$ cat src/rtl/program_trace_uart_pkg.sv
// program_trace_uart_pkg: shared widths, trace defaults and UART FSM state encodings
package program_trace_uart_pkg;
    localparam int INSTRUCTION_WIDTH = 16;
    localparam int TRACE_CLKS_PER_BIT = 4;
    localparam int TRACE_FIFO_DEPTH = 8;
    typedef enum logic [1:0] {IDLE, START, DATA, STOP} uart_state_t;
    function automatic int bytes_for(input int w);
        return (w + 7) / 8;
    endfunction
endpackage

$ cat src/rtl/program_trace_uart_if.sv
// program_trace_uart_if: trace bus (programOut, capture_en in; tx, busy, overflow, dropped_count out)
interface program_trace_uart_if #(parameter int W = 16);
    logic [W-1:0] programOut;
    logic capture_en;
    logic tx;
    logic busy;
    logic overflow;
    logic [7:0] dropped_count;
    modport master(output programOut, capture_en, input tx, busy, overflow, dropped_count);
    modport slave(input programOut, capture_en, output tx, busy, overflow, dropped_count);
endinterface

$ cat src/rtl/program_trace_uart_trace_sync_fifo.sv
// trace_sync_fifo: sync FIFO (clk, async clear, push/pop, din, registered dout valid after pop edge, full/empty)
module trace_sync_fifo #(
    parameter int width = 16,
    parameter int depth = 8
) (
    input  logic             clk,
    input  logic             clear,
    input  logic             push,
    input  logic             pop,
    input  logic [width-1:0] din,
    output logic [width-1:0] dout,
    output logic             full,
    output logic             empty
);
    localparam int AW = $clog2(depth);
    logic [width-1:0] mem [depth];
    logic [AW:0] wptr, rptr;
    logic wr, rd;
    assign empty = wptr == rptr;
    assign full = (wptr[AW] != rptr[AW]) && (wptr[AW-1:0] == rptr[AW-1:0]);
    assign rd = pop & !empty;
    assign wr = push & (!full | rd);
    always_ff @(posedge clk) begin
        if (wr) mem[wptr[AW-1:0]] <= din;
    end
    always_ff @(posedge clk or posedge clear) begin
        if (clear) begin
            wptr <= '0;
            rptr <= '0;
            dout <= '0;
        end else begin
            if (wr) wptr <= wptr + 1'b1;
            if (rd) begin
                dout <= mem[rptr[AW-1:0]];
                rptr <= rptr + 1'b1;
            end
        end
    end
endmodule

$ cat src/rtl/program_trace_uart.sv
// program_trace_uart: queues changes of programOut and sends them MSB-byte-first over UART 8N1 (clk, clear, bus slave)
module program_trace_uart
    import program_trace_uart_pkg::*;
#(
    parameter int INSTR_WIDTH = INSTRUCTION_WIDTH,
    parameter int CLKS_PER_BIT = TRACE_CLKS_PER_BIT,
    parameter int FIFO_DEPTH = TRACE_FIFO_DEPTH
) (
    input logic clk,
    input logic clear,
    program_trace_uart_if.slave bus
);
    localparam int BYTES = bytes_for(INSTR_WIDTH);
    localparam int CW = $clog2(CLKS_PER_BIT + 1);
    localparam int BW = $clog2(BYTES + 1);
    logic [INSTR_WIDTH-1:0] prev, word;
    logic primed, push, pop, full, empty, tx, overflow, bit_end, last_byte;
    logic [7:0] dropped_count, cur;
    logic [BYTES*8-1:0] ext;
    uart_state_t state;
    logic [CW-1:0] cnt;
    logic [2:0] bit_idx;
    logic [BW-1:0] byte_idx;
    assign push = bus.capture_en & (!primed | (bus.programOut != prev));
    assign pop = (state == IDLE) & !empty;
    assign ext = (BYTES*8)'(word);
    assign cur = 8'(ext >> (8 * (BYTES - 1 - int'(byte_idx))));
    assign bit_end = cnt == CW'(CLKS_PER_BIT - 1);
    assign last_byte = byte_idx == BW'(BYTES - 1);
    assign bus.tx = tx;
    assign bus.busy = !empty | (state != IDLE);
    assign bus.overflow = overflow;
    assign bus.dropped_count = dropped_count;
    trace_sync_fifo #(.width(INSTR_WIDTH), .depth(FIFO_DEPTH)) fifo (
        .clk(clk),
        .clear(clear),
        .push(push),
        .pop(pop),
        .din(bus.programOut),
        .dout(word),
        .full(full),
        .empty(empty)
    );
    always_ff @(posedge clk or posedge clear) begin
        if (clear) begin
            prev <= '0;
            primed <= 1'b0;
            overflow <= 1'b0;
            dropped_count <= '0;
        end else begin
            prev <= bus.programOut;
            primed <= 1'b1;
            if (push & full & !pop) begin
                overflow <= 1'b1;
                dropped_count <= dropped_count + 8'(dropped_count != 8'hff);
            end
        end
    end
    // The FIFO's registered dout holds the popped word for the whole frame; tx is set one bit ahead at each bit boundary.
    always_ff @(posedge clk or posedge clear) begin
        if (clear) begin
            state <= IDLE;
            tx <= 1'b1;
            cnt <= '0;
            bit_idx <= '0;
            byte_idx <= '0;
        end else begin
            case (state)
                IDLE: begin
                    tx <= empty;
                    if (!empty) begin
                        state <= START;
                        cnt <= '0;
                        byte_idx <= '0;
                    end
                end
                START: begin
                    cnt <= bit_end ? '0 : cnt + 1'b1;
                    if (bit_end) begin
                        state <= DATA;
                        bit_idx <= '0;
                        tx <= cur[0];
                    end
                end
                DATA: begin
                    cnt <= bit_end ? '0 : cnt + 1'b1;
                    if (bit_end) begin
                        state <= (bit_idx == 3'd7) ? STOP : DATA;
                        bit_idx <= bit_idx + 3'd1;
                        tx <= (bit_idx == 3'd7) ? 1'b1 : cur[bit_idx + 3'd1];
                    end
                end
                default: begin
                    cnt <= bit_end ? '0 : cnt + 1'b1;
                    if (bit_end) begin
                        state <= last_byte ? IDLE : START;
                        byte_idx <= last_byte ? byte_idx : byte_idx + 1'b1;
                        tx <= last_byte;
                    end
                end
            endcase
        end
    end
endmodule

$ cat src/flat_wrapper.sv
// flat-port wrapper written by rule: the top's interface ports become plain ports
module program_trace_uart_flat import program_trace_uart_pkg::*;
#(
    parameter int INSTR_WIDTH = INSTRUCTION_WIDTH,
    parameter int CLKS_PER_BIT = TRACE_CLKS_PER_BIT,
    parameter int FIFO_DEPTH = TRACE_FIFO_DEPTH
)
  (clk, clear, bus_programOut, bus_capture_en, bus_tx, bus_busy, bus_overflow, bus_dropped_count);
  program_trace_uart_if #(.W((16))) bus_i ();
  input logic clk;
  input logic clear;
  input wire logic [$bits(bus_i.programOut)-1:0] bus_programOut;
  input wire logic [$bits(bus_i.capture_en)-1:0] bus_capture_en;
  output wire logic [$bits(bus_i.tx)-1:0] bus_tx;
  output wire logic [$bits(bus_i.busy)-1:0] bus_busy;
  output wire logic [$bits(bus_i.overflow)-1:0] bus_overflow;
  output wire logic [$bits(bus_i.dropped_count)-1:0] bus_dropped_count;
  assign bus_i.programOut = bus_programOut;
  assign bus_i.capture_en = bus_capture_en;
  assign bus_tx = bus_i.tx;
  assign bus_busy = bus_i.busy;
  assign bus_overflow = bus_i.overflow;
  assign bus_dropped_count = bus_i.dropped_count;
  program_trace_uart #(.INSTR_WIDTH(INSTR_WIDTH), .CLKS_PER_BIT(CLKS_PER_BIT), .FIFO_DEPTH(FIFO_DEPTH)) u_core (.clk(clk), .clear(clear), .bus(bus_i));
endmodule
$ cat config.mk
export PLATFORM = sky130hd
export DESIGN_NAME = program_trace_uart_flat
export DESIGN_NICKNAME = d
export VERILOG_FILES = /design/src/rtl/program_trace_uart_pkg.sv /design/src/rtl/program_trace_uart_if.sv /design/src/rtl/program_trace_uart_trace_sync_fifo.sv /design/src/rtl/program_trace_uart.sv /design/src/flat_wrapper.sv
export SDC_FILE = /design/constraint.sdc
export NUM_CORES = 1
export LEC_CHECK = 0
export CORE_MARGIN = 2
export CORE_UTILIZATION = 50
export DETAILED_ROUTE_END_ITERATION = 12
export PLACE_DENSITY = 0.67
export REMOVE_ABC_BUFFERS = 1
export SLEW_MARGIN = 5
export SYNTH_ARGS = -nofsm -noshare
export SYNTH_HDL_FRONTEND = slang
export SYNTH_SLANG_ARGS = --single-unit
$ cat constraint.sdc
create_clock -name clk -period 7.05 [get_ports clk]
set_input_delay 1.41 -clock clk [delete_from_list [all_inputs] [get_ports clk]]
set_output_delay 1.41 -clock clk [all_outputs]
set_load 0.02 [all_outputs]
== Word-level counts from Yosys, hierarchy flattened ==
Memory sizes are Yosys's and may differ from the RTL's. A register that Yosys moved wholly into a read port is not among the register bits.
Index checks and enable logic that the tools add are counted.

* Flip-flop bits (word level): 45
* RAM bits: 128
* Input port bits: 19
* Output and inout bits: 11
* Logic and storage cells: 85
* Memories: 1

{| class="wikitable"
|+ Memories
! memory !! words !! width !! rd ports !! clocked after Yosys merged registers in !! write ports !! RTL line !! text
|-
| u_core.fifo.mem || 8 || 16 || 1 || 1 || 1 || program_trace_uart_trace_sync_fifo.sv:16 || <nowiki>logic [width-1:0] mem [depth];</nowiki>
|}

* Add/sub/neg operators: 7
* Order comparisons: 1
* Equal/unequal tests: 14
* Shift-type cells: 1
* Muxes and demuxes: 26
* Bitwise operators: 10
* Reductions and logical operators: 14

{| class="wikitable"
|+ Operators by type and width
! operator !! count
|-
| 16-bit by 32-bit >> shifter with 8-bit output || 1
|-
| 16-bit inequality test || 1
|-
| 3-bit 2-to-1 mux || 5
|-
| 2-bit 2-to-1 mux || 7
|-
| 1-bit 2-to-1 mux || 9
|-
| 4-bit by 1-bit adder with 4-bit output, second input constant || 2
|-
| 8-bit by 1-bit adder with 8-bit output || 1
|-
| 8-bit inequality test, second input constant || 1
|-
| 4-bit AND reduction || 2
|-
| 3-bit by 1-bit adder with 3-bit output, second input constant || 2
|-
| 1-bit AND || 6
|-
| 2-bit case mux with 3 select lines || 1
|-
| 3-bit case mux with 2 select lines || 1
|-
| 3-bit AND reduction || 2
|-
| 2-bit nonzero test || 3
|-
| 2-bit by 1-bit equality test with 1-bit output, second input constant || 2
|-
| 4-bit equality test || 1
|-
| 1-bit zero test || 4
|-
| 3-bit by 4-bit less-than comparator with 1-bit output, second input constant || 1
|-
| 2-bit by 1-bit inequality test with 1-bit output, second input constant || 2
|-
| 2-bit inequality test, second input constant || 2
|-
| 2-bit case mux with 2 select lines || 1
|-
| 1-bit binary-select mux with 3-bit select || 1
|-
| 3-bit by 2-bit equality test with 1-bit output, second input constant || 1
|-
| 12 further kinds || 14
|}

== Logic depth before layout (Yosys ltp) ==
* Depth after elaboration: 8
* Gate-level depth with buffers: 8
* Depth with buffers taken out: 8

== Hierarchy ==
From an unflattened synthesis, not the netlist that was laid out.

* Cells, all modules: 436
* Area, all modules: 7,741.2 um2

{| class="wikitable"
|+ By module, submodules not included
! module !! times used !! cells an instance !! area an instance (um2) !! seq. area each (um2)
|-
| trace_sync_fifo || 1 || 291 || 5,918.2 || 4,444.3
|-
| program_trace_uart || 1 || 145 || 1,823.0 || 927.1
|}

== Least setup slack after synthesis ==
OpenSTA, ideal clock, no wires.

* Path type: input-to-reg
* Start: input bus_programOut[13]
* End: memory u_core.fifo.mem[3][0] (enable)
* Library setup time: 436 ps
* Arrival time: 4,100 ps
* Required time: 6,614 ps
* Setup slack: 2,514 ps
* Stages on the path: 7
* Buffers on the path: 2
* Cell sequence: xor2_1 > nor4_1 > and3_1 > clkbuf_1 > and2_0 > buf_2 > nor4b_1

* Word-level cells in the longest chain between the ends: 6

{| class="wikitable"
|+ RTL lines
! what !! RTL line !! text
|-
| from (decl) || flat_wrapper.sv:12 || <nowiki>input wire logic [$bits(bus_i.programOut)-1:0] bus_programOut;</nowiki>
|-
| 16-bit inequality test || program_trace_uart.sv:24 || <nowiki>assign push = bus.capture_en & (!primed | (bus.programOut != prev));</nowiki>
|-
| 1-bit OR || program_trace_uart.sv:24 ||
|-
| 1-bit AND || program_trace_uart.sv:24 ||
|-
| 1-bit AND || program_trace_uart_trace_sync_fifo.sv:22 || <nowiki>assign wr = push & (!full | rd);</nowiki>
|-
| 1-bit 2-to-1 mux || program_trace_uart_trace_sync_fifo.sv:24 || <nowiki>if (wr) mem[wptr[AW-1:0]] <= din;</nowiki>
|-
| 1-bit 2-to-1 mux (not written as such) || program_trace_uart_trace_sync_fifo.sv:24 ||
|-
| to (decl) || program_trace_uart_trace_sync_fifo.sv:16 ||
|}

Every way passes these cells.

== Worst setup path after layout ==
* Start: input bus_programOut[13]
* End: memory u_core.fifo.mem[6][14] (enable)

Same word-level chain as after synthesis.

==> results.toml <==
[critical_path]
critPathTopFamily = "simple AND/OR/NAND/NOR gates"
worstPathArrival_ps = 4630
path_class = "input port to flip-flop"
crit_buf_inv = 2
timing.critical_path.cells = "clkdlybuf4s50_1 > xor2_1 > nor4_1 > and3_1 > and2_0 > nor4b_2 > buf_4"
cp-end-kind = "flip-flop"
required_ps = 7170
crit_slowest_cell = "nor4b_2"
critPathMaxStageDelay_ps = 970
path_max_fanout = 10
cp-start-kind = "input port"

[drt]
drt_iter0_markers = 264
vias = 3955
first_pass_iters = 4
vias_per_cell = 5.724
post-route-drc-count = 0
postRouteWirelength_um = 14880
wl_per_cell_um = 21.53
ant_nets = 0

[sta]
fin_crit_ps = 4510
worst_pin_slew_ps = 1079
timing.slew.headroom_pct = 27.44
finalSetupViolCount = 0
max_freq_mhz = 221.7
slew_viol_final = 0
whs_ps = 474.7
hold_viol = 0
rsz0062_at_grt = "false"
period_share_pct = 63.97
setup_tns_ps = 0
skew_ps = 10.20

[logic_synthesis]
synth_edf_count = 128
synth_area_leader_cell = "edfxtp_1"
ys.flop_type = "edfxtp_1"
synth_top_area_share_pct = 49.62
async_reset_ff_share_pct = 32.28
syn_area_um2 = 7746
synth.area.top_cells = "edfxtp_1 50%, dfrtp_1 19%, mux4_2 10%, xor2_1 3.2%, mux2i_1 2.3%"
yosys_warnings = 0
ys_ff_latch = 189
ys_seq_area_share_pct = 69.34
syn_inst = 450
avgSynthCellArea_um2 = 17.21
synth_cell_type_count = 47

[clock_network]
post-cts-setup-buffer-count = 0
cts_root_buf = "clkbuf_16"
clk_path_buf_depth = 2
clock_sinks = 189
h-tree-depth = 4
cts_hold_buf = 0
numCtsBuffers = 17
clk_latency_ps = 420
cts_tree = "yes"
clkTransAtPathRegs_ps = 70
cts.repair.resized = 0

[pwr]
p_seq_share_pct = 42.8
power.switching_w = 0.001172
p_sw_share_pct = 32.65
peakVddDrop_mv = 0.2168
p_int_w = 0.002418
p_per_area_nw_per_um2 = 403.5
clkPwrFrac_pct = 25.6
combPwrFrac_pct = 31.6
p_leak_nw = 3.230

[layout]
final_cell_mix = "128 x edfxtp_1, 59 x dfrtp_1, 36 x mux4_2"
drive_gt1_share_pct = 21.07
nFillCells = 1120
layout.nets = 521
layout_commonest_cell = "edfxtp_1"
insertedDiodeCount = 0
area_growth_syn_to_layout_pct = 14.86

[global_route]
grt-ovfl-total = 0
grt_pass1_wl_um = 23970
grt_pass1_vias = 4188
grt_max_degree = 62
antenna_found_initial = 0
grt.total_usage_pct = 19.90

[hold_path]
hp-class = "flip-flop to flip-flop"

[placement]
dpl.hpwl_um = 9325
port_buffers = 29
globalplace.congestion = 0.8092

[floorplanning]
die_h_um = 128.5
core-area_um2 = 15150
die_area_um2 = 16500
placementRows = 45
ios = 30
start_util_pct = 51.14
fp.dieW_um = 128.5

[outcome]
status = "finished clean"

[flow_run]
cap_viol_max_count = 0
[state kept, by name, indices dropped and copies added, names as in the netlist]
signal / count
u_core.byte_idx: 2
u_core.bus.dropped_count: 8
u_core.fifo.dout: 16
u_core.primed: 1
u_core.bus.overflow: 1
u_core.cnt: 3
u_core.bit_idx: 3
u_core.fifo.wptr: 4
u_core.fifo.rptr: 4
u_core.fifo.mem: 128
u_core.prev: 16
u_core.state: 2
u_core.bus.tx: 1
[per-stage QoR]
step                setup WS (ps)  std cells  util [%]  area, um^2  power, W
detailed placement           2118        659     54.97        8325  0.002709
global route                 2367        691     58.74        8897  0.003796
global placement             2246        659     54.97        8325  0.002674
finish                       2540        691     58.74        8897  0.003590
CTS                          2526        691     58.74        8897  0.003626
floorplan                    2630        429         -        7646  0.002334
[final timing paths]
check                           depth (start not counted)                start  slack (ps)                     end
worst max-delay path                                    7   bus_programOut[13]        2540  u_core.fifo.mem[6][14]
worst min-delay path                                    1  u_core.bus.overflow         470     u_core.bus.overflow
worst max register to register                          6  u_core.fifo.rptr[0]        3770  u_core.fifo.mem[6][14]
worst min register to register                          1  u_core.bus.overflow         470     u_core.bus.overflow
max in group asynchronous                               3                clear        4960     u_core.fifo.rptr[0]
min in group asynchronous                               3                clear        1530           u_core.cnt[2]
[area by class of cell]
cell class	count	area, um^2	share of cell area [%]
clock buffers	20	467.9	5.259
multi-input cells	231	2296	25.81
inverters	9	33.78	0.3797
clock inverters	12	103.9	1.167
flip-flops and latches	189	5373	60.39
repair buffers	42	387.9	4.359
well taps	188	235.2	2.644
[per-layer routing]
| metal | wire (um) | GRT usage (%) | share of wire (%) | vias to the layer above |
|---|---|---|---|---|
| met2 | 7454 | 31.73 | 50 | 72 |
| met4 | 136 | 6.012 | 0.91 | 0 |
| met1 | 6658 | 27.81 | 45 | 2051 |
| met3 | 626 | 4.574 | 4.2 | 10 |
| met5 | 0 | 0 | 0 | - |
| li1 | - | - | - | 1822 |
[cells by family (layout without fill, tap and decap cells)]
| logic type | after synthesis | in the layout | share of synthesized area, % |
|---|---|---|---|
| xor+xnor | 32 | 32 | 3.618 |
| fa+ha+maj | 12 | 12 | 1.938 |
| compound gates | 47 | 47 | 3.764 |
| simple gates | 78 | 78 | 5.750 |
| mux | 61 | 61 | 13.81 |
| buf+inv | 30 | 83 | 1.728 |
| other cells | 1 | 1 | 0.04841 |
| flops | 189 | 189 | 69.34 |
[cell usage after synthesis, types with 7 or more instances]
cell      count
mux2_2        7
o21ai_0      26
dfrtp_1      60
nor4_1        8
clkbuf_1      8
ha_1         12
edfxtp_1    128
xor2_1       28
mux4_2       36
buf_2        11
nand2_1      27
inv_1         9
mux2i_1      18
[power by group through the flow]
stage               registers (W)  logic (W)  clock network (W)
floorplan                 0.00163   0.000705                  0
global placement          0.00155    0.00113                  0
detailed placement        0.00156    0.00115                  0
CTS                       0.00154    0.00115           0.000935
global route              0.00156    0.00126           0.000979
finish                    0.00154    0.00114           0.000919
Note: power is estimated with default switching activity, not from simulation.
